`src/rtl/forward_ctrl.sv`:
```
// Operand-forwarding select generator and load-use hazard detector for the 5-stage pipeline.
// Optional feature macro: LOAD_USE_STALL_EN enables load-use stall detection and the stall counter.
module forward_ctrl #(
    parameter int unsigned REG_AW = 5,
    parameter int unsigned CNT_W  = 16
) (
    input  logic              clk_i,
    input  logic              rst_i,
    input  logic              id_valid_i,
    input  logic [REG_AW-1:0] id_rs_i,
    input  logic [REG_AW-1:0] id_rt_i,
    input  logic [REG_AW-1:0] id_rd_i,
    input  logic              id_regwrite_i,
    input  logic              id_memread_i,
    output logic [1:0]        fwd_a_sel_o,
    output logic [1:0]        fwd_b_sel_o,
    output logic              stall_o,
    output logic [CNT_W-1:0]  stall_cnt_o
);

    typedef struct packed {
        logic              v;
        logic [REG_AW-1:0] rs;
        logic [REG_AW-1:0] rt;
        logic [REG_AW-1:0] rd;
        logic              regwrite;
        logic              memread;
    } ex_stage_t;

    typedef struct packed {
        logic              v;
        logic [REG_AW-1:0] rd;
        logic              regwrite;
    } wr_stage_t;

    ex_stage_t ex_q,  ex_d;
    wr_stage_t mem_q, mem_d;
    wr_stage_t wb_q,  wb_d;
    logic      stall_c;

    // MEM result is newer than WB, so it wins; register 0 is never forwarded.
    function automatic logic [1:0] fwd_sel(
        input logic [REG_AW-1:0] src,
        input logic              ex_v,
        input wr_stage_t         mem,
        input wr_stage_t         wb
    );
        logic [1:0] sel;
        sel = 2'b00;
        if (ex_v && mem.v && mem.regwrite && (mem.rd != '0) && (mem.rd == src)) begin
            sel = 2'b10;
        end else if (wb.v && wb.regwrite && (wb.rd != '0) && (wb.rd == src)) begin
            sel = 2'b01;
        end
        return sel;
    endfunction

    always_comb begin
        fwd_a_sel_o = fwd_sel(ex_q.rs, ex_q.v, mem_q, wb_q);
        fwd_b_sel_o = fwd_sel(ex_q.rt, ex_q.v, mem_q, wb_q);
    end

`ifdef LOAD_USE_STALL_EN
    logic [CNT_W-1:0] cnt_q, cnt_d;

    // rt is compared even for instructions that do not read it; false stalls are harmless.
    always_comb begin
        stall_c = id_valid_i & ex_q.v & ex_q.memread & (ex_q.rd != '0)
                & ((ex_q.rd == id_rs_i) | (ex_q.rd == id_rt_i));
    end

    always_comb begin
        cnt_d = cnt_q;
        if (stall_c && (cnt_q != '1)) begin
            cnt_d = cnt_q + CNT_W'(1);
        end
    end

    always_ff @(posedge clk_i or negedge rst_i) begin
        if (!rst_i) begin
            cnt_q <= '0;
        end else begin
            cnt_q <= cnt_d;
        end
    end

    assign stall_cnt_o = cnt_q;
`else
    logic unused_memread;

    always_comb begin
        stall_c = 1'b0;
    end

    assign unused_memread = ex_q.memread;
    assign stall_cnt_o    = '0;
`endif

    assign stall_o = stall_c;

    // Pipeline shadow shift; a stalled or invalid ID slot enters EX as an all-zero bubble.
    always_comb begin
        ex_d = '0;
        if (id_valid_i && !stall_c) begin
            ex_d.v        = 1'b1;
            ex_d.rs       = id_rs_i;
            ex_d.rt       = id_rt_i;
            ex_d.rd       = id_rd_i;
            ex_d.regwrite = id_regwrite_i;
            ex_d.memread  = id_memread_i;
        end
        mem_d.v        = ex_q.v;
        mem_d.rd       = ex_q.rd;
        mem_d.regwrite = ex_q.regwrite;
        wb_d           = mem_q;
    end

    always_ff @(posedge clk_i or negedge rst_i) begin
        if (!rst_i) begin
            ex_q  <= '0;
            mem_q <= '0;
            wb_q  <= '0;
        end else begin
            ex_q  <= ex_d;
            mem_q <= mem_d;
            wb_q  <= wb_d;
        end
    end

endmodule

```
`config.mk`:
```
export PLATFORM = sky130hd
export DESIGN_NAME = forward_ctrl
export DESIGN_NICKNAME = d
export VERILOG_FILES = /design/src/rtl/forward_ctrl.sv
export SDC_FILE = /design/constraint.sdc
export NUM_CORES = 1
export LEC_CHECK = 0
export ABC_CLOCK_PERIOD_IN_PS = 1850
export CELL_PAD_IN_SITES_DETAIL_PLACEMENT = 0
export CELL_PAD_IN_SITES_GLOBAL_PLACEMENT = 1
export CORE_ASPECT_RATIO = 1.25
export CORE_MARGIN = 2
export CORE_UTILIZATION = 37
export CTS_BUF_LIST = sky130_fd_sc_hd__clkbuf_8
export DETAILED_ROUTE_END_ITERATION = 10
export PLACE_DENSITY = 0.91
export SLEW_MARGIN = 20
export SYNTH_ARGS = -nofsm -noshare
export SYNTH_HDL_FRONTEND = slang
export SYNTH_SLANG_ARGS = --single-unit
```
`constraint.sdc`:
```
create_clock -name clk_i -period 1.85 [get_ports clk_i]
set_input_delay 0.37 -clock clk_i [delete_from_list [all_inputs] [get_ports clk_i]]
set_output_delay 0.37 -clock clk_i [all_outputs]
set_load 0.03 [all_outputs]
```
======== Yosys cells after proc, flatten, opt, wreduce, memory -nomap -nowiden ========
Index checks and enable logic that the tools add are counted.
W data, S select, Z words.
storage, ports and cells
  input port bits ......................... 20
  output and inout port bits .............. 21
  flip-flop bits (word level) ............. 31
cells by class
  reduce and logical (&&, ||, !) cells .... 11
  equality and inequality tests ........... 4
  muxes and demuxes ....................... 5
operators with widths
  kind                 number
  $eq A5 B5 Y1         4
  $mux W18             1
  $reduce_bool A5 Y1   2
  $logic_and A1 B1 Y1  9
  $mux W2              2
  $mux W1              2

======== Depth between registers and ports, before layout ========
Gate-level depths: netlist of the first run.
  word-level depth ........................ 5
  gate-level depth with buffers ........... 4
  depth with buffers taken out ............ 4

======== Least setup slack after synthesis of the first run ========
No wires, ideal clock.
  kind .................................... reg2out
  start ................................... register mem_q[1] in the netlist's numbering
  end ..................................... output fwd_b_sel_o[0]
  stages on the path, launching flop included .. 5
  path slack .............................. -0.570 ns
  path buffers ............................ 0
  arrival ................................. 2.050 ns
  path through ............................ dfrtp_1 > xnor2_1 > nand3_1 > nor4_1 > nor3_2
between the ends
  cells in the longest elaborated chain, start to end .. 4
ends and longest elaborated chain
  item                      RTL line  source
  start: declaration        37        wr_stage_t mem_q, mem_d;
  start signal: assignment  125       mem_q <= mem_d;
  $reduce_bool A5 Y1        50        if (ex_v && mem.v && mem.regwrite && (mem.rd != '0) && (mem.rd == src)) begin
  $logic_and A1 B1 Y1       50
  $logic_and A1 B1 Y1 (*)   50
  $mux W2 (*)               50
  end: declaration          16        output logic [1:0] fwd_b_sel_o,
Mark *: on every way between the ends. The rest lies on a longest branch, timed or not.

======== Worst setup path after layout of the first run ========
  start ................................... register mem_q[3] in the netlist's numbering
  end ..................................... output fwd_b_sel_o[0]
The elaborated chain is that of the path after synthesis.

==> out/results.md, run 1 <==
• **NumNets Final** 168
• **filler instances** 281
• **Pre-antenna DRT Iters** 3
• **startpoint type of the worst setup path** register
• **antenna violations before repair** 0
• **Max Clk Rate** 0.4428 GHz
• **routed via count divided by cell count** 4.344
• **startpoint of the most critical hold path** ex_q[1]
• **combined area of all synthesized cells** 0.001286 mm²
• **average routed wire per standard cell** 11.31 µm
• **diode insertion count for antenna repair** 0
• **commonest non-fill, non-tap cells in the layout** sky130_fd_sc_hd__dfrtp_1, sky130_fd_sc_hd__buf_4, sky130_fd_sc_hd__clkdlybuf4s50_1, sky130_fd_sc_hd__conb_1, sky130_fd_sc_hd__and2_1
• **number of H-tree branching levels** 2
• **Initial Utilization** 39.55%
• **fraction of layout instances using a drive strength above 1** 26.17%
• **depth of the worst register-to-register path** 1
• **outcome** finished, violations left
• **Boundary Pins** 41
• **final period demand of the worst path** 2.258 ns
• **number of DRC violations after detailed-routing iteration 0** 3
• **Hold Path Sink** mem_q[0]
• **post-route fraction of the period consumed by the critical path** 122.1%
• **cell family with the largest share of critical-path delay** simple AND/OR/NAND/NOR gates
• **Final GP Congestion** 0.8741
• **Crit path arrival time** 1.89 ns
• **worst setup timing slack at the placement stage** -0.3660 ns
• **library cell contributing the largest single delay on the critical path** sky130_fd_sc_hd__or4_4
• **Die X-Extent** 56.74 µm
• **Site Rows** 23
• **aggregate global-route resource usage** 12.48%
• **static power due to leakage** 0.0008634 µW
• **number of vias in the routed layout** 808
• **class of the most critical setup path** register to primary output
• **utilization after layout** 55.41%
• **number of global-route vias before repair** 844
• **CTS Root Cell** sky130_fd_sc_hd__clkbuf_8
• **number of clock sinks seen by CTS** 31
• **area enclosed by the die boundary** 0.003967 mm²
• **Hold Crit Depth** 0
• **register area share after synthesis** 60.31%
• **cell chain of the critical path** or4_4 -> o21ai_4 -> nor4_4 -> buf_4 -> nor3_4 -> buf_6
• **Power Total** 1505 µW
• **maximum number of pins on one net before global-route repair** 32
• **count of pins over their slew limit** 0
• **core area** 0.003252 mm²
• **FF-to-FF Start** mem_q[1]
• **violated checks** negative setup slack
• **register bit count reported by yosys** 31
• **Layout Area Growth over Synthesis** 40.08%
• **routed wire length** 2103 µm
• **clock-pin slew of the registers on the worst-case setup and hold paths** 0.06 ns
• **Placed Area** 0.001665 mm²
• **cell count after synthesis** 101
• **Critical Path End Type** primary output
• **number of antenna-violating nets in the routed design** 0
• **Worst Path Max Fanout** 4
• **DRC violations left** 0
• **slack of the worst reg-to-reg path** 1.19 ns
• **setup repair after global routing missed its margin** yes
• **wire length of the first global-routing pass** 3643 µm
• **Clock Path Buffers** 2
• **hold_ws** 0.3470 ns
• **leading cell type in the layout, fill and taps excluded** sky130_fd_sc_hd__dfrtp_1
• **destination of the worst register-to-register timing path** wb_q[1]
• **Bufs and invs on worst path** 2
• **worst skew pair latency** 0.28 ns
• **total power density per cell area** 835.1 mW/mm²
• **Unique masters post-synth** 15
• **WP data required** 1.48 ns
• **worst setup margin** -0.4083 ns
• **VDD IR max** 0.5281 mV
• **final setup violation count** 4
• **type of the most critical hold path** register to register
• **input/output buffers** 22
• **longest individual stage delay on the worst path** 0.53 ns
• **vertical die dimension** 69.92 µm
• **number of buffers inserted during clock tree synthesis** 5
• **maximum capacitance violations** 0
• **hold violation total from the final report** 0
• **number of warning messages in the yosys log** 0
• **half-perimeter wire length after detailed placement** 1702 µm
• **GRT overflow** 0
• **cell area after layout** 0.001802 mm²
• **clock tree from TritonCTS** built
• **Avg Inst Size Synth** 12.73 µm²
• **Clock Skew** 0.002639 ns
-- state kept, by name, summed over array words and instances (netlist names) --
register and flops:
wb_q 7, mem_q 7, ex_q 17
-- metrics by stage --
| step | TNS (ns) | cells |
|---|---|---|
| floorplan | -0.1802 | 117 |
| global placement | -0.8558 | 176 |
| detailed placement | -0.9258 | 176 |
| CTS | -1.433 | 185 |
| global route | -1.380 | 186 |
| finish | -1.135 | 186 |
-- cells by family (layout without fill, tap and decap cells) --
| family | after synthesis | count (layout) | share of synthesized area [%] |
|---|---|---|---|
| DFF | 31 | 31 | 60.31 |
| AOI/OAI and AO/OA | 2 | 2 | 1.265 |
| buffers and inverters | 18 | 50 | 10.21 |
| other | 1 | 17 | 0.2915 |
| and+or+nand+nor | 29 | 29 | 14.30 |
| xor gates and xnor gates | 20 | 20 | 13.62 |
-- worst max-delay path by stage --
stage              from        endpoint  slack, ns  depth (start not counted)
2_1_floorplan  mem_q[2]  fwd_a_sel_o[0]      -0.09                          4
3_3_place_gp   mem_q[3]  fwd_a_sel_o[1]      -0.35                          4
3_5_place_dp   mem_q[3]  fwd_a_sel_o[1]      -0.37                          4
4_1_cts        mem_q[3]  fwd_b_sel_o[0]      -0.42                          6
5_1_grt        mem_q[3]  fwd_b_sel_o[0]      -0.49                          6
6_report       mem_q[3]  fwd_b_sel_o[0]      -0.41                          6
-- repair_timing --
action	CTS	global route
endpoints found under the setup margin	4	4
pin swaps	2	0
buffers inserted	1	1
hold buffers	0	0
resized for setup	7	12
-- cell usage after synthesis --
| cell | count | area (µm²) |
|---|---|---|
| sky130_fd_sc_hd__nor3_2 | 2 | 20.02 |
| sky130_fd_sc_hd__and3_1 | 1 | 6.260 |
| sky130_fd_sc_hd__nor4_1 | 2 | 12.51 |
| sky130_fd_sc_hd__xnor2_1 | 10 | 87.58 |
| sky130_fd_sc_hd__xor2_1 | 10 | 87.58 |
| sky130_fd_sc_hd__buf_4 | 17 | 127.6 |
| sky130_fd_sc_hd__clkbuf_1 | 1 | 3.750 |
| sky130_fd_sc_hd__dfrtp_1 | 31 | 775.7 |
| sky130_fd_sc_hd__conb_1 | 1 | 3.750 |
| sky130_fd_sc_hd__or4_1 | 2 | 15.01 |
| sky130_fd_sc_hd__nand3_1 | 4 | 20.02 |
| sky130_fd_sc_hd__o21ai_2 | 1 | 8.760 |
| sky130_fd_sc_hd__o211ai_1 | 1 | 7.510 |
| sky130_fd_sc_hd__and2_1 | 16 | 100.1 |
| sky130_fd_sc_hd__nor3_1 | 2 | 10.01 |
-- power by group --
group	leakage [µW]	switching, µW	internal [µW]
registers	0.000396	22.9	713
clock network	0.0000557	216	333
logic	0.000412	117	103
total	0.000863	356	1150
-- per-layer routing --
| metal | track usage [%] | wire (µm) |
|---|---|---|
| met2 | 20.54 | 1128 |
| met5 | 0 | 0 |
| met3 | 4.259 | 144 |
| met1 | 12.36 | 716 |
| met4 | 10.34 | 113 |
-- cell type report --
class                   count  area [µm²]  share of cell area, %
flip-flops and latches     31       775.7                  43.06
multi-input cells          68       504.2                  27.99
repair buffers             42       375.4                  20.83
clock buffers               7       96.34                  5.347
well taps                  37       46.29                  2.569
clock inverters             1       3.754                 0.2083
Power figures use the tool's default switching activity.
==> run 2: changes to the inputs <==
--- a/config.mk
+++ b/config.mk
@@ -12,8 +12,10 @@
 export CORE_MARGIN = 2
 export CORE_UTILIZATION = 37
 export CTS_BUF_LIST = sky130_fd_sc_hd__clkbuf_8
+export CTS_CLUSTER_DIAMETER = 120
 export DETAILED_ROUTE_END_ITERATION = 10
 export PLACE_DENSITY = 0.91
+export RECOVER_POWER = 50
 export SLEW_MARGIN = 20
 export SYNTH_ARGS = -nofsm -noshare
 export SYNTH_HDL_FRONTEND = slang
==> run 2 against run 1 <==
  * Via count increased by 0.50%
  * Fmax is essentially flat
  * Highest routed layer unchanged
  * Largest cell class unchanged
  * The flow still finishes with violations (negative setup slack)
  * Critical path type unchanged
  * Flip-flop and latch count did not move
==> out/results.md, run 2 (synthesized netlist as in run 1, its figures left out) <==
• **number of antenna-violating nets in the routed design** 0, unchanged
• **relative slew slack** 52.60%
• **switching power** 356.0 µW, was 355.9 µW
• **Placed Area** 0.001665 mm², unchanged
• **average routed wire per standard cell** 11.27 µm, was 11.31 µm
• **clock tree from TritonCTS** built, unchanged
• **DRC violations left** 0, unchanged
• **startpoint type of the worst setup path** register, unchanged
• **CTS Root Cell** sky130_fd_sc_hd__clkbuf_8, unchanged
• **Clock Skew** 0.002754 ns, was 0.002639 ns
• **max FFs per register** 17, unchanged
• **Layout Area Growth over Synthesis** 39.88%, was 40.08%
• **antenna violations before repair** 0, unchanged
• **Power Total** 1504 µW, was 1505 µW
• **maximum capacitance violations** 0, unchanged
• **Max Clk Rate** 0.4428 GHz, about the same
• **Site Rows** 23, unchanged
• **number of buffers inserted during clock tree synthesis** 5, unchanged
• **Boundary Pins** 41, unchanged
• **number of H-tree branching levels** 2, unchanged
• **number of clock sinks seen by CTS** 31, unchanged
• **type of the most critical hold path** register to register, unchanged
• **worst setup margin** -0.4083 ns, about the same
• **utilization after layout** 55.33%, was 55.41%
• **routed wire length** 2096 µm, was 2103 µm
• **number of DRC violations after detailed-routing iteration 0** 3, unchanged
• **violated checks** negative setup slack, unchanged
• **Crit path arrival time** 1.89 ns, about the same
• **area enclosed by the die boundary** 0.003967 mm², unchanged
• **total power density per cell area** 835.7 mW/mm², was 835.1 mW/mm²
• **hold violation total from the final report** 0, unchanged
• **GRT overflow** 0, unchanged
• **relative contribution of the clock network to total power** 36.5%, about the same
• **final period demand of the worst path** 2.258 ns, about the same
• **worst skew pair latency** 0.28 ns, about the same
• **WP data required** 1.48 ns, about the same
• **setup repair after global routing missed its margin** yes, unchanged
• **outcome** finished, violations left, unchanged
• **diode insertion count for antenna repair** 0, unchanged
• **slew at the pin with the worst max-slew slack** 0.7111 ns
• **fraction of layout instances using a drive strength above 1** 26.17%, unchanged
• **Pre-antenna DRT Iters** 3, unchanged
• **NumNets Final** 168, unchanged
• **maximum number of pins on one net before global-route repair** 32, unchanged
• **Worst Path Max Fanout** 4, unchanged
• **Initial Utilization** 39.55%, unchanged
• **Hold Crit Depth** 0, unchanged
• **sequential cell fraction of total power** 49.0%, was 48.9%
• **Top Registers** ex_q x17, mem_q x7, wb_q x7, unchanged
• **routed via count divided by cell count** 4.366, was 4.344
• **number of vias in the routed layout** 812, was 808
• **VDD IR max** 0.5281 mV, about the same
• **Final GP Congestion** 0.8741, unchanged
• **leading cell type in the layout, fill and taps excluded** sky130_fd_sc_hd__dfrtp_1, unchanged
• **class of the most critical setup path** register to primary output, unchanged
• **aggregate global-route resource usage** 12.48%, unchanged
• **commonest non-fill, non-tap cells in the layout** sky130_fd_sc_hd__dfrtp_1, sky130_fd_sc_hd__buf_4, sky130_fd_sc_hd__conb_1, sky130_fd_sc_hd__clkdlybuf4s50_1, sky130_fd_sc_hd__and2_1, was sky130_fd_sc_hd__dfrtp_1, sky130_fd_sc_hd__buf_4, sky130_fd_sc_hd__clkdlybuf4s50_1, sky130_fd_sc_hd__conb_1, sky130_fd_sc_hd__and2_1
• **core area** 0.003252 mm², unchanged
• **Critical Path End Type** primary output, unchanged
• **number of global-route vias before repair** 844, unchanged
• **internal power of the cells** 1148 µW, was 1149 µW
• **largest register by flop count** ex_q, unchanged
• **Clock Path Buffers** 2, unchanged
• **input/output buffers** 22, unchanged
• **clock-pin slew of the registers on the worst-case setup and hold paths** 0.06 ns, about the same
• **sw frac** 23.67%, was 23.65%
• **cell area after layout** 0.001799 mm², was 0.001802 mm²
• **Die X-Extent** 56.74 µm, unchanged
• **post-route fraction of the period consumed by the critical path** 122.1%, about the same
• **wire length of the first global-routing pass** 3643 µm, unchanged
• **half-perimeter wire length after detailed placement** 1702 µm, unchanged
• **accumulated negative setup slack** -1.135 ns, about the same
• **Logic pwr share** 14.5%, was 14.6%
• **static power due to leakage** 0.0008631 µW, was 0.0008634 µW
• **count of pins over their slew limit** 0, unchanged
• **depth of the worst register-to-register path** 1, unchanged
• **final setup violation count** 4, unchanged
• **vertical die dimension** 69.92 µm, unchanged
==> run 2: metrics by stage <==
stage,hold WS (ns),setup slack (ns),cells
2_1_floorplan,0.07441,-0.09010,117
3_3_place_gp,0.3324,-0.3496,176
3_5_place_dp,0.3364,-0.3660,176
4_1_cts,0.3496,-0.4249,185
5_1_grt,0.3563,-0.4938,186
6_report,0.3470,-0.4083,186
==> run 2: final timing paths <==
check / startpoint / endpoint / slack [ns]
setup / recovery: mem_q[3] / fwd_b_sel_o[0] / -0.41
hold / removal: ex_q[1] / mem_q[0] / 0.35
setup reg to reg: mem_q[1] / wb_q[1] / 1.19
hold reg to reg: ex_q[1] / mem_q[0] / 0.35
max in group asynchronous: rst_i / ex_q[10] / 0.72
min in group asynchronous: rst_i / ex_q[12] / 0.67
==> run 2: critical path: stages (launching register included) <==
cell and delay, ns:
sky130_fd_sc_hd__dfrtp_1 0.41, sky130_fd_sc_hd__or4_4 0.53, sky130_fd_sc_hd__o21ai_4 0.20, sky130_fd_sc_hd__nor4_4 0.07, sky130_fd_sc_hd__buf_4 0.14, sky130_fd_sc_hd__nor3_4 0.11
sky130_fd_sc_hd__buf_6 0.15
==> run 2: power by group through the flow <==
stage | clock [µW] | combinational, µW | sequential (µW)
final | 549 | 218 | 736
after global routing | 606 | 238 | 739
after CTS | 567 | 220 | 736
after detailed placement | 0 | 216 | 748
after global placement | 0 | 211 | 745
after floorplan | 0 | 146 | 747
==> run 2: timing repair <==
item / in CTS / in global routing
setup buffers: 1 / 1
hold buffers: 0 / 0
setup endpoints to repair: 4 / 4
gates cloned: 0 / 0
pin swaps: 2 / 0
resized for setup: 7 / 12
==> run 2: layer usage <==
layer / wire, µm / global-route usage, % / vias to the layer above / share of wire (%)
met5: 0 / 0 / - / 0
met3: 143 / 4.259 / 11 / 6.8
met1: 709 / 12.36 / 383 / 34
met2: 1129 / 20.54 / 34 / 54
met4: 113 / 10.34 / 0 / 5.4
li1: - / - / 384 / -
==> run 2: cell type report <==
cell class	count	area, µm²
clock buffers	7	96.34
flip-flops and latches	31	775.7
multi-input cells	68	504.2
clock inverters	1	3.754
repair buffers	42	372.9
fillers	282	1453
well taps	37	46.29
